==> config.mk <==
export PLATFORM = sky130hd
export DESIGN_NAME = clause_dispatcher
export DESIGN_NICKNAME = d
export VERILOG_FILES = /design/src/rtl/clause_dispatcher.sv
export SDC_FILE = /design/constraint.sdc
export NUM_CORES = 1
export LEC_CHECK = 0
export CORE_ASPECT_RATIO = 0.5
export CORE_MARGIN = 8
export CORE_UTILIZATION = 47
export CTS_CLUSTER_SIZE = 12
export DETAILED_ROUTE_END_ITERATION = 16
export GPL_ROUTABILITY_DRIVEN = 0
export PLACE_DENSITY = 0.77
export SLEW_MARGIN = 20
export SYNTH_ARGS = -nofsm -noshare
export SYNTH_HDL_FRONTEND = slang
export SYNTH_SLANG_ARGS = --single-unit
==> constraint.sdc <==
create_clock -name clock -period 9.1 [get_ports clock]
set_clock_uncertainty 0.15 [all_clocks]
set_input_delay 1.365 -clock clock [delete_from_list [all_inputs] [get_ports clock]]
set_output_delay 1.365 -clock clock [all_outputs]
set_load 0.01 [all_outputs]
==> src/rtl/clause_dispatcher.sv <==
// Engine-side clause dispatcher: accepts an in-order prefix of offered clauses
// into per-engine FIFOs round-robin, broadcasts the unit clause, flags drain.
module clause_dispatcher #(
    parameter int NUM_ENGINE      = 4,
    parameter int LIT_IDX_MAX     = 1024,
    parameter int CLA_LENGTH      = 3,
    parameter int VARIABLE_LENGTH = $clog2(LIT_IDX_MAX) + 1,
    parameter int CLAUSE_W        = VARIABLE_LENGTH * CLA_LENGTH,
    parameter int FIFO_DEPTH      = 4
) (
    input  logic                           clock,
    input  logic                           reset,
    input  logic                           start_in,
    input  logic                           empty_in,
    input  logic [$clog2(NUM_ENGINE):0]    clause_released_in,
    input  logic [NUM_ENGINE*CLAUSE_W-1:0] clause_in,
    input  logic [VARIABLE_LENGTH-1:0]     chosen_uc_in,
    input  logic                           chosen_uc_valid_in,
    output logic [$clog2(NUM_ENGINE):0]    clause_received_out,
    output logic [NUM_ENGINE*CLAUSE_W-1:0] eng_clause_out,
    output logic [NUM_ENGINE-1:0]          eng_clause_valid_out,
    input  logic [NUM_ENGINE-1:0]          eng_clause_ready_in,
    input  logic [NUM_ENGINE-1:0]          eng_busy_in,
    output logic [VARIABLE_LENGTH-1:0]     eng_uc_out,
    output logic                           eng_uc_valid_out,
    output logic                           done_out
);
    localparam int CNT_W = $clog2(NUM_ENGINE) + 1;
    localparam int PTR_W = (NUM_ENGINE > 1) ? $clog2(NUM_ENGINE) : 1;
    localparam int FP_W  = $clog2(FIFO_DEPTH);
    localparam int OCC_W = FP_W + 1;

    typedef enum logic [1:0] {S_IDLE, S_RUN, S_DRAIN, S_DONE} state_t;

    state_t state, state_next;

    logic [PTR_W-1:0]    rr_ptr, rr_next;
    logic [CLAUSE_W-1:0] offer [NUM_ENGINE];
    logic [CLAUSE_W-1:0] mem [NUM_ENGINE][FIFO_DEPTH];
    logic [FP_W-1:0]     wr_ptr [NUM_ENGINE];
    logic [FP_W-1:0]     rd_ptr [NUM_ENGINE];
    logic [OCC_W-1:0]    occ [NUM_ENGINE];
    logic [PTR_W-1:0]    push_sel [NUM_ENGINE];
    logic [NUM_ENGINE-1:0] push, pop;
    logic                fifos_empty;

    for (genvar g = 0; g < NUM_ENGINE; g++) begin : g_eng
        assign offer[g] = clause_in[g*CLAUSE_W +: CLAUSE_W];
        assign eng_clause_valid_out[g] = (occ[g] != '0);
        assign pop[g] = eng_clause_valid_out[g] & eng_clause_ready_in[g];
        assign eng_clause_out[g*CLAUSE_W +: CLAUSE_W] =
            eng_clause_valid_out[g] ? mem[g][rd_ptr[g]] : '0;
    end

    always_comb begin
        fifos_empty = 1'b1;
        for (int e = 0; e < NUM_ENGINE; e++)
            if (occ[e] != '0) fifos_empty = 1'b0;
    end

    // Single round-robin pass; acceptance looks only at registered occupancy.
    always_comb begin
        logic [CNT_W-1:0] taken;
        logic [PTR_W:0]   sum;
        logic [PTR_W:0]   nxt;
        logic [PTR_W-1:0] eidx;
        taken   = '0;
        sum     = '0;
        nxt     = '0;
        eidx    = '0;
        rr_next = rr_ptr;
        push    = '0;
        for (int e = 0; e < NUM_ENGINE; e++) push_sel[e] = '0;
        if (state == S_RUN && start_in) begin
            for (int k = 0; k < NUM_ENGINE; k++) begin
                sum = {1'b0, rr_ptr} + (PTR_W+1)'(k);
                if (sum >= (PTR_W+1)'(NUM_ENGINE))
                    sum = sum - (PTR_W+1)'(NUM_ENGINE);
                eidx = sum[PTR_W-1:0];
                if (taken < clause_released_in &&
                    occ[eidx] < OCC_W'(FIFO_DEPTH)) begin
                    push[eidx]     = 1'b1;
                    push_sel[eidx] = taken[PTR_W-1:0];
                    taken          = taken + 1'b1;
                    nxt            = {1'b0, eidx} + 1'b1;
                    rr_next        = (nxt == (PTR_W+1)'(NUM_ENGINE)) ?
                                     '0 : nxt[PTR_W-1:0];
                end
            end
        end
        clause_received_out = taken;
    end

    always_ff @(posedge clock) begin
        for (int e = 0; e < NUM_ENGINE; e++)
            if (push[e]) mem[e][wr_ptr[e]] <= offer[push_sel[e]];
    end

    always_ff @(posedge clock) begin
        if (reset) begin
            rr_ptr <= '0;
            for (int e = 0; e < NUM_ENGINE; e++) begin
                wr_ptr[e] <= '0;
                rd_ptr[e] <= '0;
                occ[e]    <= '0;
            end
        end else begin
            rr_ptr <= rr_next;
            for (int e = 0; e < NUM_ENGINE; e++) begin
                if (push[e]) wr_ptr[e] <= wr_ptr[e] + 1'b1;
                if (pop[e])  rd_ptr[e] <= rd_ptr[e] + 1'b1;
                if (push[e] && !pop[e])      occ[e] <= occ[e] + 1'b1;
                else if (!push[e] && pop[e]) occ[e] <= occ[e] - 1'b1;
            end
        end
    end

    always_ff @(posedge clock) begin
        if (reset) begin
            eng_uc_out       <= '0;
            eng_uc_valid_out <= 1'b0;
        end else begin
            eng_uc_valid_out <= chosen_uc_valid_in;
            if (chosen_uc_valid_in) eng_uc_out <= chosen_uc_in;
        end
    end

    always_ff @(posedge clock) begin
        if (reset) state <= S_IDLE;
        else       state <= state_next;
    end

    always_comb begin
        state_next = state;
        unique case (state)
            S_IDLE:  if (start_in) state_next = S_RUN;
            S_RUN:   if (start_in && empty_in && clause_released_in == '0)
                         state_next = S_DRAIN;
            S_DRAIN: if (start_in && !empty_in)
                         state_next = S_RUN;
                     else if (fifos_empty && eng_busy_in == '0)
                         state_next = S_DONE;
            S_DONE:  if (!start_in) state_next = S_IDLE;
            default: state_next = S_IDLE;
        endcase
    end

    always_comb begin
        done_out = (state == S_DONE);
    end
endmodule

# Word-level counts from Yosys, hierarchy flattened
# Memories as Yosys holds them, arrays and structs flattened.
# Index checks and enable logic that the tools add are counted.
[classes]
n_addsub = 30
n_lt_le_gt_ge = 42
n_eq_ne = 11
mux = 176
bitwise_logic = 38
n_reduce_logical = 47
[ops]
columns = ["op", "n"]
rows = [
  ["two-way mux 33 bit", 24],
  ["binary-select mux 33 bit (select 2 bit)", 8],
  ["two-way mux 132 bit", 4],
  ["demux 33 bit (select 2 bit)", 4],
  ["two-way mux 2 bit", 32],
  ["two-way mux 1 bit", 63],
  ["two-way mux 8 bit", 7],
  [">= comparator 3 bit (second input constant)", 18],
  ["two-way mux 3 bit", 15],
  ["inverter 2 -> 3 bit", 15],
  ["two-way mux 4 bit", 8],
  ["logical AND 1 bit", 28],
  ["bitwise mux 8 bit", 3],
  ["adder 3 x 1 -> 3 bit (second input constant)", 7],
  ["less-than comparator 3 x 1 -> 1 bit (second input constant)", 7],
  ["adder 2 x 1 -> 2 bit (second input constant)", 8],
  ["OR 1 bit", 16],
  ["adder 2 x 1 -> 3 bit (second input constant)", 5],
  ["demux 2 bit (select 2 bit)", 3],
  ["== test 3 bit (second input constant)", 4],
  ["less-than comparator 2 x 3 -> 1 bit (second input constant)", 4],
  ["less-than comparator 3 bit (second input constant)", 4],
  ["OR 4 bit", 3],
  ["nonzero test 3 bit", 4],
  ["other kinds (22)", 50],
]
[word_totals]
regBits = 16
mem_bits_rw = 556
out_inout_bits = 152
mem_count = 4
[mem_list]
columns = ["memory", "words", "word_bits", "rd", "rd_ports_with_merged_regs", "wr", "line", "rtl"]
rows = [
  ["mem", 4, 132, 4, 0, 4, "39", "logic [CLAUSE_W-1:0] mem [NUM_ENGINE][FIFO_DEPTH];"],
  ["occ", 4, 3, 8, 0, 4, "42", "logic [OCC_W-1:0] occ [NUM_ENGINE];"],
  ["rd_ptr", 4, 2, 4, 0, 4, "41", "logic [FP_W-1:0] rd_ptr [NUM_ENGINE];"],
  ["wr_ptr", 4, 2, 4, 0, 4, "40", "logic [FP_W-1:0] wr_ptr [NUM_ENGINE];"],
]

# Logic depth before layout (Yosys ltp)
# An unclocked memory read counts as a cell.
[depth]
ltp_word = 27
ltp_mapped = 21

# Worst setup path after synthesis
# OpenSTA, ideal clock, no wires.
[synth_timing]
path_kind = "input -> output"
startpoint = "input port clause_released_in[2]"
endpoint = "output port clause_received_out[2]"
t_arrival_ns = 5.159
setup_slack_ns = 2.426
stages = 16
cell_sequence = "clkbuf_1 nor2_1 a21oi_1 ha_1 nand2b_1 a21oi_1 o21a_1 mux2i_1 ha_1 or2_2 a211oi_1 or2_1 buf_2 nand2_1 xor2_1 nor2_1"
[synth_via]
elab_chain_cells = 16
[synth_rtl]
columns = ["item", "line", "rtl"]
rows = [
  ["start: declaration", "15", "input logic [$clog2(NUM_ENGINE):0] clause_released_in,"],
  ["less-than comparator 1 x 3 -> 1 bit", "80", "if (taken < clause_released_in &&"],
  ["logical AND 1 bit", "80", ""],
  ["two-way mux 1 bit", "80", ""],
  ["two-way mux 3 bit", "74", "if (state == S_RUN && start_in) begin"],
  ["less-than comparator 3 bit", "80", ""],
  ["logical AND 1 bit", "80", ""],
  ["two-way mux 3 bit", "80", ""],
  ["two-way mux 3 bit", "74", ""],
  ["less-than comparator 3 bit", "80", ""],
  ["logical AND 1 bit", "80", ""],
  ["two-way mux 3 bit", "80", ""],
  ["two-way mux 3 bit", "74", ""],
  ["less-than comparator 3 bit", "80", ""],
  ["logical AND 1 bit", "80", ""],
  ["two-way mux 3 bit (*)", "80", ""],
  ["two-way mux 3 bit (*)", "74", ""],
  ["end: declaration", "19", "output logic [$clog2(NUM_ENGINE):0] clause_received_out,"],
]
# Every way passes the cells marked *; elsewhere a longest branch is shown, timed or not. The select of a mux whose other input is x is not followed.

# Worst setup path in the final report
[layout_timing]
startpoint = "register rr_ptr[0]"
endpoint = "output port clause_received_out[2]"
[layout_via]
elab_chain_cells = 20
[layout_rtl]
columns = ["item", "line", "rtl"]
rows = [
  ["start: declaration", "37", "logic [PTR_W-1:0] rr_ptr, rr_next;"],
  ["start signal: assignment", "108", "rr_ptr <= rr_next;"],
  [">= comparator 2 x 3 -> 1 bit / subtractor 2 x 1 -> 2 bit (equally long branches)", "77, 78", ""],
  ["two-way mux 2 bit", "77", "if (sum >= (PTR_W+1)'(NUM_ENGINE))"],
  ["two-way mux 2 bit", "74", ""],
  ["memory read (4 x 3 bit) (*)", "-", ""],
  ["less-than comparator 3 bit", "81", "occ[eidx] < OCC_W'(FIFO_DEPTH)) begin"],
  ["logical AND 1 bit", "80", ""],
  ["two-way mux 1 bit", "80", ""],
  ["two-way mux 3 bit", "74", ""],
  ["[4 not listed]", "-", ""],
  ["less-than comparator 3 bit", "80", ""],
  ["logical AND 1 bit", "80", ""],
  ["two-way mux 3 bit", "80", ""],
  ["two-way mux 3 bit", "74", ""],
  ["less-than comparator 3 bit", "80", ""],
  ["logical AND 1 bit", "80", ""],
  ["two-way mux 3 bit (*)", "80", ""],
  ["two-way mux 3 bit (*)", "74", ""],
]
# Marked as above.

==> flow_summary.ini <==
[status]
status = finished, final reports clean

[timing]
max_freq_mhz = 116.6
slew_headroom_pct = 21.38
finalHoldViolations = 0
finalSetupViolations = 0
slew_viol_final = 0
worstMarginPinSlew_ps = 1179
layout_min_cycle_time_ps = 8578
hold_slack_ps = 351.1
rsz0062_at_grt = no
fin_setup_tns_ps = 0
period_share_pct = 94.26

[job]
maxCapViolCount = 0

[cells_and_area]
drive_gt1_share_pct = 12.99
multi_input_area_sq_um = 9869
seq_area_sq_um = 17020
fin_util_pct = 56.08
fillerInstances = 4473
syn2layout_area_growth_pct = 18.86
nets = 2118

[die]
die-area_sq_um = 67450
die_h_um = 187.7
core_area_sq_um = 58730
rows = 63
die_width_um = 359.4
start_util_pct = 47.18
ios = 311

[grt]
grt_overflow_total = 0
antenna_found_initial = 14
grt_use_total_pct = 23.58
grt_pass1_wl_um = 118100
grt_pass1_vias = 16830
grt_start_max_net_pins = 67

[clocking]
cts_tree = built
clock_latency_ps = 600
path_clk_slew_ps = 60
hold_buffers = 0
cts.sinks = 572
cts_setup_buffers = 0
numCtsBuffers = 55
clock_path_buffers = 3
post_cts_resized = 0
clockRootBuffer = clkbuf_16
htreeDepth = 2

[logic_synthesis]
synthSimpleGateAreaFrac_pct = 5.505
synth-edff-count = 556
synth_area_leaders = edfxtp_1 (60%), mux2i_1 (15%), mux4_2 (11%)
synth_top_area_share_pct = 60.26
netlist_instances = 1630
synthAdderAreaFrac_pct = 1.707
yosysUniqueCellTypes = 49
synth_mux_area_share_pct = 26.13
yosysMostFrequentCell = edfxtp_1
synth_top_area_cell = edfxtp_1
synth_top_family_by_area = multiplexers
synth_area_per_cell_sq_um = 17.00
synth_compound_area_share_pct = 1.553
synth_seq_cells = 572
synth_async_sr_flop_share_pct = 0
synth_xor_area_share_pct = 0.5058
synth.cell_area_sq_um = 27710
yosysSeqAreaShare_pct = 61.42
syn_nets = 1825
ys_top_cells_by_count = edfxtp_1 (556), mux2i_1 (415), and2_1 (149)
synth_ff_type = edfxtp_1
yosys_warnings = 0

[route]
wl_met3_um = 8560
routed.top_layer = met5
postRouteAntennaNets = 0
drt-total-wl_um = 82440
wl_per_cell_um = 30.13
drtPass1Iterations = 7
wl_met1_um = 36390
drcViolationCount = 0
drtIter0Drc = 2084
viasPerCell = 6.062
dr_total_vias = 16590
wl_met2_um = 36300

[critical_path]
crit_fanout = 12
worstPathArrival_ps = 7060
required_ps = 7590
end_kind = output port
worstSetupStartpointType = register
critPathKind = register to output port

[placement]
hpwl_um = 58100
numPortBuffers = 310

[pwr]
ir_worst_vdd_mv = 0.1408
finalPower_mw = 7.955
p_leak_nw = 12.22
power.density_nw_per_um2 = 241.6

[hold_path]
hp-class = register to register
## metrics by stage
stage                     cell area, sq um  setup slack, ps  instances
final                                32930            521.9       2736
after global routing                 32910            272.6       2727
after CTS                            32910            753.1       2727
after global placement               31390             1076       2646
after detailed placement             31390            883.1       2646
after floorplan                      27710             2426       1630
## layer usage
metal,global-route usage [%],vias to the layer above
li1,-,7006
met1,34.94,8631
met2,34.95,838
met3,7.142,104
met4,3.133,6
met5,1.668,-
## cell families (layout without fill, tap and decap cells)
kind of cell,Yosys count,in the layout
adders and majority gates,36,36
xor gates and xnor gates,16,16
AOI/OAI and AO/OA,57,57
DFF,572,572
muxes,552,552
buffers and inverters,135,452
and+or+nand+nor,262,262
other,0,9
## layout make-up
cell class,count,area share (%)
antenna,9,0.06839
tap,780,2.964
clock inverter,10,0.1824
sequential,572,51.67
clock buffer,71,4.426
multi-input combinational,923,29.97
timing repair buffer,344,10.41
inverter,27,0.3078
## state kept, by name, summed over array words and instances, names as in the netlist
register and flops:
occ 12, mem 528, wr_ptr 8, eng_uc_out 11, rd_ptr 8, rr_ptr 2, state 2, eng_uc_valid_out 1
## path summary, 6_finish.rpt
path | start | end | slack, ps | cells after the start
min | eng_uc_out[9] | eng_uc_out[9] | 350 | 2
max | rr_ptr[0] | clause_received_out[2] | 520 | 17
min reg2reg | eng_uc_out[9] | eng_uc_out[9] | 350 | 2
max reg2reg | rr_ptr[0] | mem[2][70] | 1070 | 16
## power by group
| group | total (mW) | internal [mW] | switching (mW) |
|---|---|---|---|
| registers | 3.16 | 3.11 | 0.0553 |
| clock network | 2.07 | 1.11 | 0.956 |
| logic | 2.72 | 1.22 | 1.50 |
| total | 7.96 | 5.44 | 2.52 |
## critical path, stage by stage (launching register included)
cell and delay (ps):
dfxtp_1 640, inv_1 240, ha_1 400, mux4_1 370, a21oi_1 540, ha_1 390, nand2b_1 190, a21oi_1 440
o21a_1 320, mux2i_1 390, ha_1 310, or2_2 310, a211oi_1 750, or2_1 290, nand2_1 90, xor2_1 140
nor2_1 100, clkdlybuf4s50_1 560
## layout by cell type (no fill, tap or decap), drive strengths merged, types with 3 or more instances in the layout
| cell type | netlist | routed |
|---|---|---|
| clkbuf | 48 | 71 |
| a21oi | 15 | 15 |
| xor2 | 6 | 6 |
| mux2i | 415 | 415 |
| nor2 | 24 | 24 |
| clkinv | 0 | 8 |
| nand2 | 15 | 15 |
| diode | 0 | 9 |
| xnor2 | 10 | 10 |
| fa | 3 | 3 |
| a32oi | 4 | 4 |
| mux4 | 136 | 136 |
| nand3 | 6 | 6 |
| ha | 33 | 33 |
| nand2b | 13 | 13 |
| dfxtp | 16 | 16 |
| o21ai | 14 | 14 |
| and2 | 149 | 149 |
| nor3b | 6 | 6 |
| a32o | 4 | 4 |
| buf | 60 | 35 |
| clkdlybuf4s50 | 0 | 309 |
| a222oi | 4 | 4 |
| a31oi | 4 | 4 |
| edfxtp | 556 | 556 |
| inv | 27 | 29 |
| or3 | 11 | 11 |
| nor3 | 22 | 22 |
| nor2b | 3 | 3 |
| o211ai | 4 | 4 |
| or2 | 5 | 5 |
Power figures use the tool's default switching activity.
